`src/rtl/uart2ahb_fifo.sv`:
```
// AHB-Lite UART with TX/RX FIFOs, run-time baud divisor and sticky error flags.
// Define UART2AHB_PARITY_EN to add an even parity bit after D7 in both directions.

module uart2ahb_fifo_buf #(
  parameter int WIDTH = 8,
  parameter int DEPTH = 16
) (
  input  logic                     hclk,
  input  logic                     hrst_n,
  input  logic                     push,
  input  logic [WIDTH-1:0]         din,
  input  logic                     pop,
  output logic [WIDTH-1:0]         dout,
  output logic                     full,
  output logic                     empty,
  output logic [$clog2(DEPTH):0]   count
);
  localparam int AW = $clog2(DEPTH);
  localparam logic [AW:0] PTR_ONE = 1;

  logic [WIDTH-1:0] mem [DEPTH];
  logic [AW:0]      wr_ptr, rd_ptr;
  logic             push_ok, pop_ok;

  assign empty   = (wr_ptr == rd_ptr);
  assign full    = (wr_ptr[AW] != rd_ptr[AW]) && (wr_ptr[AW-1:0] == rd_ptr[AW-1:0]);
  assign pop_ok  = pop & ~empty;
  // A full FIFO still accepts a write when a read frees a slot in the same cycle.
  assign push_ok = push & (~full | pop_ok);
  assign count   = wr_ptr - rd_ptr;
  assign dout    = mem[rd_ptr[AW-1:0]];

  // NOTE: sequential state uses non-blocking assignments so every flop samples pre-edge values.
  always_ff @(posedge hclk or negedge hrst_n) begin
    if (!hrst_n) begin
      wr_ptr <= '0;
      rd_ptr <= '0;
    end else begin
      if (push_ok) wr_ptr <= wr_ptr + PTR_ONE;
      if (pop_ok)  rd_ptr <= rd_ptr + PTR_ONE;
    end
  end

  // NOTE: storage is deliberately not reset; the pointers alone define which entries are valid.
  always_ff @(posedge hclk) begin
    if (push_ok) mem[wr_ptr[AW-1:0]] <= din;
  end
endmodule

module uart2ahb_fifo #(
  parameter int          DATA_WIDTH   = 32,
  parameter int          ADDR_WIDTH   = 32,
  parameter int          FIFO_DEPTH   = 16,
  parameter logic [15:0] BAUD_DIV_RST = 16'd867
) (
  input  logic                  hclk,
  input  logic                  hrst_n,
  input  logic [ADDR_WIDTH-1:0] m_haddr_i,
  input  logic [1:0]            m_htrans_i,
  input  logic                  m_hwrite_i,
  input  logic [2:0]            m_hsize_i,
  input  logic [DATA_WIDTH-1:0] m_hwdata_i,
  input  logic                  m_hsel_i,
  output logic [DATA_WIDTH-1:0] s_hrdata_o,
  output logic                  s_hready_o,
  output logic [1:0]            s_resp_o,
  input  logic                  rxd,
  output logic                  txd,
  output logic                  tx_busy,
  output logic                  rx_busy,
  output logic                  rx_overrun_error,
  output logic                  rx_frame_error
);
  localparam int CW = $clog2(FIFO_DEPTH) + 1;

  typedef enum logic [2:0] {
    TX_IDLE, TX_START, TX_DATA,
`ifdef UART2AHB_PARITY_EN
    TX_PARITY,
`endif
    TX_STOP
  } tx_state_t;

  typedef enum logic [2:0] {
    RX_IDLE, RX_START, RX_DATA,
`ifdef UART2AHB_PARITY_EN
    RX_PARITY,
`endif
    RX_STOP
  } rx_state_t;

  // AHB address phase capture
  logic [1:0]  addr_q;
  logic        write_q, valid_q;
  logic        wr_en, rd_en;
  logic [15:0] baud_q, eff_div;
  logic [2:0]  clr;

  always_ff @(posedge hclk or negedge hrst_n) begin
    if (!hrst_n) begin
      addr_q  <= '0;
      write_q <= 1'b0;
      valid_q <= 1'b0;
    end else begin
      addr_q  <= m_haddr_i[3:2];
      write_q <= m_hwrite_i;
      valid_q <= m_hsel_i & m_htrans_i[1];
    end
  end

  assign wr_en   = valid_q & write_q;
  assign rd_en   = valid_q & ~write_q;
  assign clr     = (wr_en && addr_q == 2'd1) ? m_hwdata_i[8:6] : 3'b000;
  assign eff_div = (baud_q < 16'd3) ? 16'd3 : baud_q;

  always_ff @(posedge hclk or negedge hrst_n) begin
    if (!hrst_n)                       baud_q <= BAUD_DIV_RST;
    else if (wr_en && addr_q == 2'd2)  baud_q <= m_hwdata_i[15:0];
  end

  // FIFOs
  logic          tx_push, tx_pop, tx_full, tx_empty;
  logic [7:0]    tx_dout;
  logic [CW-1:0] tx_count;
  logic          rx_push, rx_pop, rx_full, rx_empty;
  logic [7:0]    rx_dout, rx_sh_q;
  logic [CW-1:0] rx_count;

  assign tx_push = wr_en && addr_q == 2'd0 && !tx_full;
  assign rx_pop  = rd_en && addr_q == 2'd0 && !rx_empty;

  uart2ahb_fifo_buf #(.WIDTH(8), .DEPTH(FIFO_DEPTH)) u_tx_fifo (
    .hclk(hclk), .hrst_n(hrst_n), .push(tx_push), .din(m_hwdata_i[7:0]),
    .pop(tx_pop), .dout(tx_dout), .full(tx_full), .empty(tx_empty), .count(tx_count)
  );

  uart2ahb_fifo_buf #(.WIDTH(8), .DEPTH(FIFO_DEPTH)) u_rx_fifo (
    .hclk(hclk), .hrst_n(hrst_n), .push(rx_push), .din(rx_sh_q),
    .pop(rx_pop), .dout(rx_dout), .full(rx_full), .empty(rx_empty), .count(rx_count)
  );

  // Transmitter: counters hold "cycles left in this bit minus one"
  tx_state_t   tx_state, tx_next;
  logic [15:0] tx_cnt_q, tx_cnt_d;
  logic [2:0]  tx_bit_q, tx_bit_d;
  logic [7:0]  tx_sh_q, tx_sh_d;
  logic        tx_par_q;

  always_ff @(posedge hclk or negedge hrst_n) begin
    if (!hrst_n) begin
      tx_state <= TX_IDLE;
      tx_cnt_q <= '0;
      tx_bit_q <= '0;
      tx_sh_q  <= '0;
      tx_par_q <= 1'b0;
    end else begin
      tx_state <= tx_next;
      tx_cnt_q <= tx_cnt_d;
      tx_bit_q <= tx_bit_d;
      tx_sh_q  <= tx_sh_d;
      if (tx_pop) tx_par_q <= ^tx_dout;
    end
  end

  // NOTE: every combinational output gets a default first so no path can infer a latch.
  always_comb begin
    tx_next  = tx_state;
    tx_cnt_d = tx_cnt_q;
    tx_bit_d = tx_bit_q;
    tx_sh_d  = tx_sh_q;
    tx_pop   = 1'b0;
    case (tx_state)
      TX_IDLE:  tx_pop = !tx_empty;
      TX_START: begin
        if (tx_cnt_q == '0) begin
          tx_cnt_d = eff_div;
          tx_bit_d = '0;
          tx_next  = TX_DATA;
        end else tx_cnt_d = tx_cnt_q - 16'd1;
      end
      TX_DATA: begin
        if (tx_cnt_q == '0) begin
          tx_cnt_d = eff_div;
          tx_sh_d  = tx_sh_q >> 1;
          if (tx_bit_q == 3'd7) begin
`ifdef UART2AHB_PARITY_EN
            tx_next = TX_PARITY;
`else
            tx_next = TX_STOP;
`endif
          end else tx_bit_d = tx_bit_q + 3'd1;
        end else tx_cnt_d = tx_cnt_q - 16'd1;
      end
`ifdef UART2AHB_PARITY_EN
      TX_PARITY: begin
        if (tx_cnt_q == '0) begin
          tx_cnt_d = eff_div;
          tx_next  = TX_STOP;
        end else tx_cnt_d = tx_cnt_q - 16'd1;
      end
`endif
      TX_STOP: begin
        if (tx_cnt_q == '0) begin
          tx_pop  = !tx_empty;
          tx_next = TX_IDLE;
        end else tx_cnt_d = tx_cnt_q - 16'd1;
      end
      default: tx_next = TX_IDLE;
    endcase
    // Popping straight out of STOP chains frames with no idle gap.
    if (tx_pop) begin
      tx_sh_d  = tx_dout;
      tx_cnt_d = eff_div;
      tx_next  = TX_START;
    end
  end

  always_comb begin
    txd = 1'b1;
    case (tx_state)
      TX_START:  txd = 1'b0;
      TX_DATA:   txd = tx_sh_q[0];
`ifdef UART2AHB_PARITY_EN
      TX_PARITY: txd = tx_par_q;
`endif
      default:   txd = 1'b1;
    endcase
  end

  assign tx_busy = (tx_state != TX_IDLE);

  // Receiver
  rx_state_t   rx_state, rx_next;
  logic        rx_s1, rx_s2, rx_prev;
  logic [15:0] rx_cnt_q, rx_cnt_d, rx_half;
  logic [2:0]  rx_bit_q, rx_bit_d;
  logic [7:0]  rx_sh_d;
  logic        set_ovr, set_fe, set_pe;
  logic        ovr_q, fe_q, pe_q;

  assign rx_half = {1'b0, eff_div[15:1]} + {15'b0, eff_div[0]};

  always_ff @(posedge hclk or negedge hrst_n) begin
    if (!hrst_n) begin
      rx_s1    <= 1'b1;
      rx_s2    <= 1'b1;
      rx_prev  <= 1'b1;
      rx_state <= RX_IDLE;
      rx_cnt_q <= '0;
      rx_bit_q <= '0;
      rx_sh_q  <= '0;
      ovr_q    <= 1'b0;
      fe_q     <= 1'b0;
      pe_q     <= 1'b0;
    end else begin
      rx_s1    <= rxd;
      rx_s2    <= rx_s1;
      rx_prev  <= rx_s2;
      rx_state <= rx_next;
      rx_cnt_q <= rx_cnt_d;
      rx_bit_q <= rx_bit_d;
      rx_sh_q  <= rx_sh_d;
      // A new error in the same cycle as a clear wins.
      ovr_q    <= set_ovr | (ovr_q & ~clr[0]);
      fe_q     <= set_fe  | (fe_q  & ~clr[1]);
      pe_q     <= set_pe  | (pe_q  & ~clr[2]);
    end
  end

  always_comb begin
    rx_next  = rx_state;
    rx_cnt_d = rx_cnt_q;
    rx_bit_d = rx_bit_q;
    rx_sh_d  = rx_sh_q;
    rx_push  = 1'b0;
    set_ovr  = 1'b0;
    set_fe   = 1'b0;
    set_pe   = 1'b0;
    case (rx_state)
      RX_IDLE: begin
        if (rx_prev && !rx_s2) begin
          rx_cnt_d = rx_half - 16'd1;
          rx_next  = RX_START;
        end
      end
      RX_START: begin
        if (rx_cnt_q == '0) begin
          if (rx_s2) rx_next = RX_IDLE;
          else begin
            rx_cnt_d = eff_div;
            rx_bit_d = '0;
            rx_next  = RX_DATA;
          end
        end else rx_cnt_d = rx_cnt_q - 16'd1;
      end
      RX_DATA: begin
        if (rx_cnt_q == '0) begin
          rx_cnt_d = eff_div;
          rx_sh_d  = {rx_s2, rx_sh_q[7:1]};
          if (rx_bit_q == 3'd7) begin
`ifdef UART2AHB_PARITY_EN
            rx_next = RX_PARITY;
`else
            rx_next = RX_STOP;
`endif
          end else rx_bit_d = rx_bit_q + 3'd1;
        end else rx_cnt_d = rx_cnt_q - 16'd1;
      end
`ifdef UART2AHB_PARITY_EN
      RX_PARITY: begin
        if (rx_cnt_q == '0) begin
          set_pe   = (^rx_sh_q) ^ rx_s2;
          rx_cnt_d = eff_div;
          rx_next  = RX_STOP;
        end else rx_cnt_d = rx_cnt_q - 16'd1;
      end
`endif
      RX_STOP: begin
        // Back to IDLE mid stop bit so the next start edge is never missed.
        if (rx_cnt_q == '0) begin
          rx_next = RX_IDLE;
          if (!rx_s2)                set_fe  = 1'b1;
          else if (rx_full && !rx_pop) set_ovr = 1'b1;
          else                       rx_push = 1'b1;
        end else rx_cnt_d = rx_cnt_q - 16'd1;
      end
      default: rx_next = RX_IDLE;
    endcase
  end

  assign rx_busy          = (rx_state != RX_IDLE);
  assign rx_overrun_error = ovr_q;
  assign rx_frame_error   = fe_q;

  // Read mux
  logic [31:0] rd_word;

  always_comb begin
    rd_word = '0;
    case (addr_q)
      2'd0: rd_word = rx_empty ? 32'd0 : {24'd0, rx_dout};
      2'd1: rd_word = {16'(rx_count), 7'd0, pe_q, fe_q, ovr_q, rx_busy, tx_busy,
                       rx_empty, rx_full, tx_empty, tx_full};
      2'd2: rd_word = {16'd0, baud_q};
      default: rd_word = '0;
    endcase
  end

  assign s_hrdata_o = rd_en ? DATA_WIDTH'(rd_word) : '0;
  assign s_hready_o = 1'b1;
  assign s_resp_o   = 2'b00;

  logic unused_bits;
  assign unused_bits = ^{m_haddr_i[ADDR_WIDTH-1:4], m_haddr_i[1:0], m_htrans_i[0],
                         m_hsize_i, m_hwdata_i[DATA_WIDTH-1:16], tx_count};
endmodule

```
`config.mk`:
```
export PLATFORM = sky130hd
export DESIGN_NAME = uart2ahb_fifo
export DESIGN_NICKNAME = d
export VERILOG_FILES = /design/src/rtl/uart2ahb_fifo.sv
export SDC_FILE = /design/constraint.sdc
export NUM_CORES = 1
export LEC_CHECK = 0
export BUFFER_PORTS_ARGS = -buffer_cell sky130_fd_sc_hd__buf_2
export CAP_MARGIN = 5
export CORE_MARGIN = 1.5
export CORE_UTILIZATION = 55
export CTS_CLUSTER_SIZE = 12
export DETAILED_ROUTE_END_ITERATION = 10
export PLACE_DENSITY = 0.76
export SYNTH_ARGS = -nofsm -noshare
export SYNTH_HDL_FRONTEND = slang
export SYNTH_HIERARCHICAL = 1
export SYNTH_SLANG_ARGS = --single-unit
```
`constraint.sdc`:
```
create_clock -name hclk -period 3.5 [get_ports hclk]
set_input_delay 0.175 -clock hclk [delete_from_list [all_inputs] [get_ports hclk]]
set_output_delay 0.175 -clock hclk [all_outputs]
set_load 0.01 [all_outputs]
```
==> results.md <==
* H-tree depth at 2
* Reg2Reg Depth at 10
* Root buffer cell: clkbuf_16
* Commonest non-fill, non-tap cell in the layout: edfxtp_1
* PortBufs at 49
* Skew final at 0.0336 ns
* Slew Limit Fails at 0
* Reg2Reg Capture Point: u_rx_fifo/mem[1][0]
* Data required, critical path at 3.72 ns
* Avg WL per Cell at 22.3 um
* Setup crit end kind: register
* # IOs at 114
* PD cells at 720 nW/um2
* FP Rows at 64
* CTS tree: done
* Post-detail-place hpwl at 25000 um
* Final Cell Area at 19200 um2
* CP Max Fanout at 9
* Post-CTS setup buffer count at 0
* Proportion of layout cells with a drive suffix above 1 at 18.9%
* Via/cell ratio at 6.22
* Antenna cells at 0
* Final setup viols at 0
* Most frequent cells in the layout: 256 x edfxtp_1, 93 x dfrtp_1, 63 x mux2i_1, 60 x nor2_1, 49 x buf_4
* Syn Std Cell Area at 17100 um2
* Fmax at 0.300 GHz
* CTS buffer count at 40
* DR iter-0 viols at 1101
* Setup crit start kind: register
* Slew HR at 29.5%
* Post-route antenna net violation count at 0
* DRT Pass-1 Iters at 6
* Worst-Margin Slew at 1.06 ns
* Total GRT Usage at 24.2%
* Longest Clk Path Bufs at 3
* Vias in the first global route at 10500
* First-pass GRT wire length at 58900 um
* VDD IR-drop max at 0.416 mV
* Fin crit share at 95.2%
* Worst skew pair latency at 0.54 ns
* Hold Worst Slack at 0.0724 ns
* Nets at 1399
* Minimum clock period at 3.33 ns
* Yosys Warn Count at 6
* Status: completed
* Initial core utilization at 55.8%
* DRC violations left at 0
* R2r setup slk at 0.17 ns
* Worst EP arrival at 3.55 ns
* Crit Path Class: reg2reg
* Initial antenna violation count at 0
* Core box area at 30600 um2
* Total die area at 32100 um2
* Reg clk slew, reported paths at 0.06 ns
* Critical path startpoint: u_rx_fifo/rd_ptr[3]
* Syn Area/Cell at 14.3 um2
* Max-cap violations at 0
* Die Y-Extent at 179 um
* Synth-to-Final Area Change at 12.7%
* Placer's final routability congestion estimate at 0.938
* Mapped Cells at 1198
* Routed via count at 10600
* Fin. Hold Viols at 0
* Largest net degree at the start of global routing at 77
* P_leak at 7.23 nW
* Min-Delay Path Class: in2reg
* Total global routing overflow at 0
* CP endpoint: u_rx_fifo/mem[1][0]
* RR Startpoint: u_rx_fifo/rd_ptr[3]
* # clock sinks at 360
* Fillers at 2227
* Setup TNS at 0 ns
* Placed cell area at 17800 um2
* Total Wirelength at 38000 um
* Die X at 179 um
[critical path, stage by stage (launching register included)]
cell and delay, ns:
dfrtp_1 0.38, inv_1 0.20, ha_1 0.33, and4_1 0.24, and2_1 0.18, or4_1 0.53, a21oi_1 0.31, o31a_2 0.29
nand2_1 0.19, nor3_2 0.15, buf_4 0.20
[power by group]
| part | leakage [nW] | internal, W | total, W | switching, W |
|---|---|---|---|---|
| logic | 2.92 | 0.00178 | 0.00429 | 0.00252 |
| clock network | 0.629 | 0.00246 | 0.00411 | 0.00165 |
| registers | 3.68 | 0.00494 | 0.00545 | 0.000513 |
[per-layer routing]
| layer | vias to the layer above | wire [um] | GRT usage [%] | part of all wire [%] |
|---|---|---|---|---|
| li1 | 4834 | - | - | - |
| met1 | 5362 | 16500 | 33.7 | 43 |
| met2 | 368 | 18400 | 39.5 | 48 |
| met3 | 72 | 2060 | 3.48 | 5.4 |
| met4 | 0 | 1050 | 7.92 | 2.8 |
| met5 | - | 0 | 0 | 0 |
[per-stage QoR]
stage	total power (W)	std cells	util [%]	setup WS (ns)
detailed placement	0.00972	1626	58.2	0.184
global route	0.0145	1709	62.9	-0.0208
CTS	0.0139	1709	62.9	0.0424
finish	0.0139	1709	62.9	0.169
global placement	0.00961	1626	58.2	0.276
floorplan	0.00854	1210	-	-0.0333
[registers in the layout, summed over array words and instances (netlist names), 3 cells and up]
register	cells
rx_sh_q	8
tx_cnt_q	16
rx_bit_q	3
u_rx_fifo/rd_ptr	5
tx_bit_q	3
u_tx_fifo/wr_ptr	5
rx_cnt_q	16
u_rx_fifo/mem	128
u_rx_fifo/wr_ptr	5
u_tx_fifo/mem	128
u_tx_fifo/rd_ptr	5
baud_q	16
tx_sh_q	8
[area by class of cell]
cell class / count / area (um2) / area share [%]
Sequential cell: 360 / 10300 / 53.5
Clock buffer: 49 / 1070 / 5.54
Tap cell: 396 / 495 / 2.57
Inverter: 37 / 139 / 0.722
Multi-Input combinational cell: 734 / 6230 / 32.3
Clock inverter: 19 / 226 / 1.18
Timing Repair Buffer: 114 / 790 / 4.10
[worst min path at each step]
stage                              from              endpoint  slack (ns)  depth (start not counted)
after CTS                 m_hwdata_i[0]   u_tx_fifo/mem[0][0]        0.06                          1
after global placement     m_haddr_i[2]             addr_q[0]        0.28                          1
after floorplan                  hrst_n             addr_q[0]       -0.12                          0
final                     m_hwdata_i[0]  u_tx_fifo/mem[11][0]        0.07                          1
after detailed placement   m_haddr_i[3]             addr_q[1]        0.29                          1
after global routing      m_hwdata_i[0]   u_tx_fifo/mem[0][0]        0.07                          1
[what timing repair did]
item | 4_1_cts | 5_1_grt
resized for setup | 0 | 4
hold buffers | 15 | 0
hold endpoints to repair | 81 | 0
endpoints found under the setup margin | 0 | 24
(Power assumes the default switching activity.)
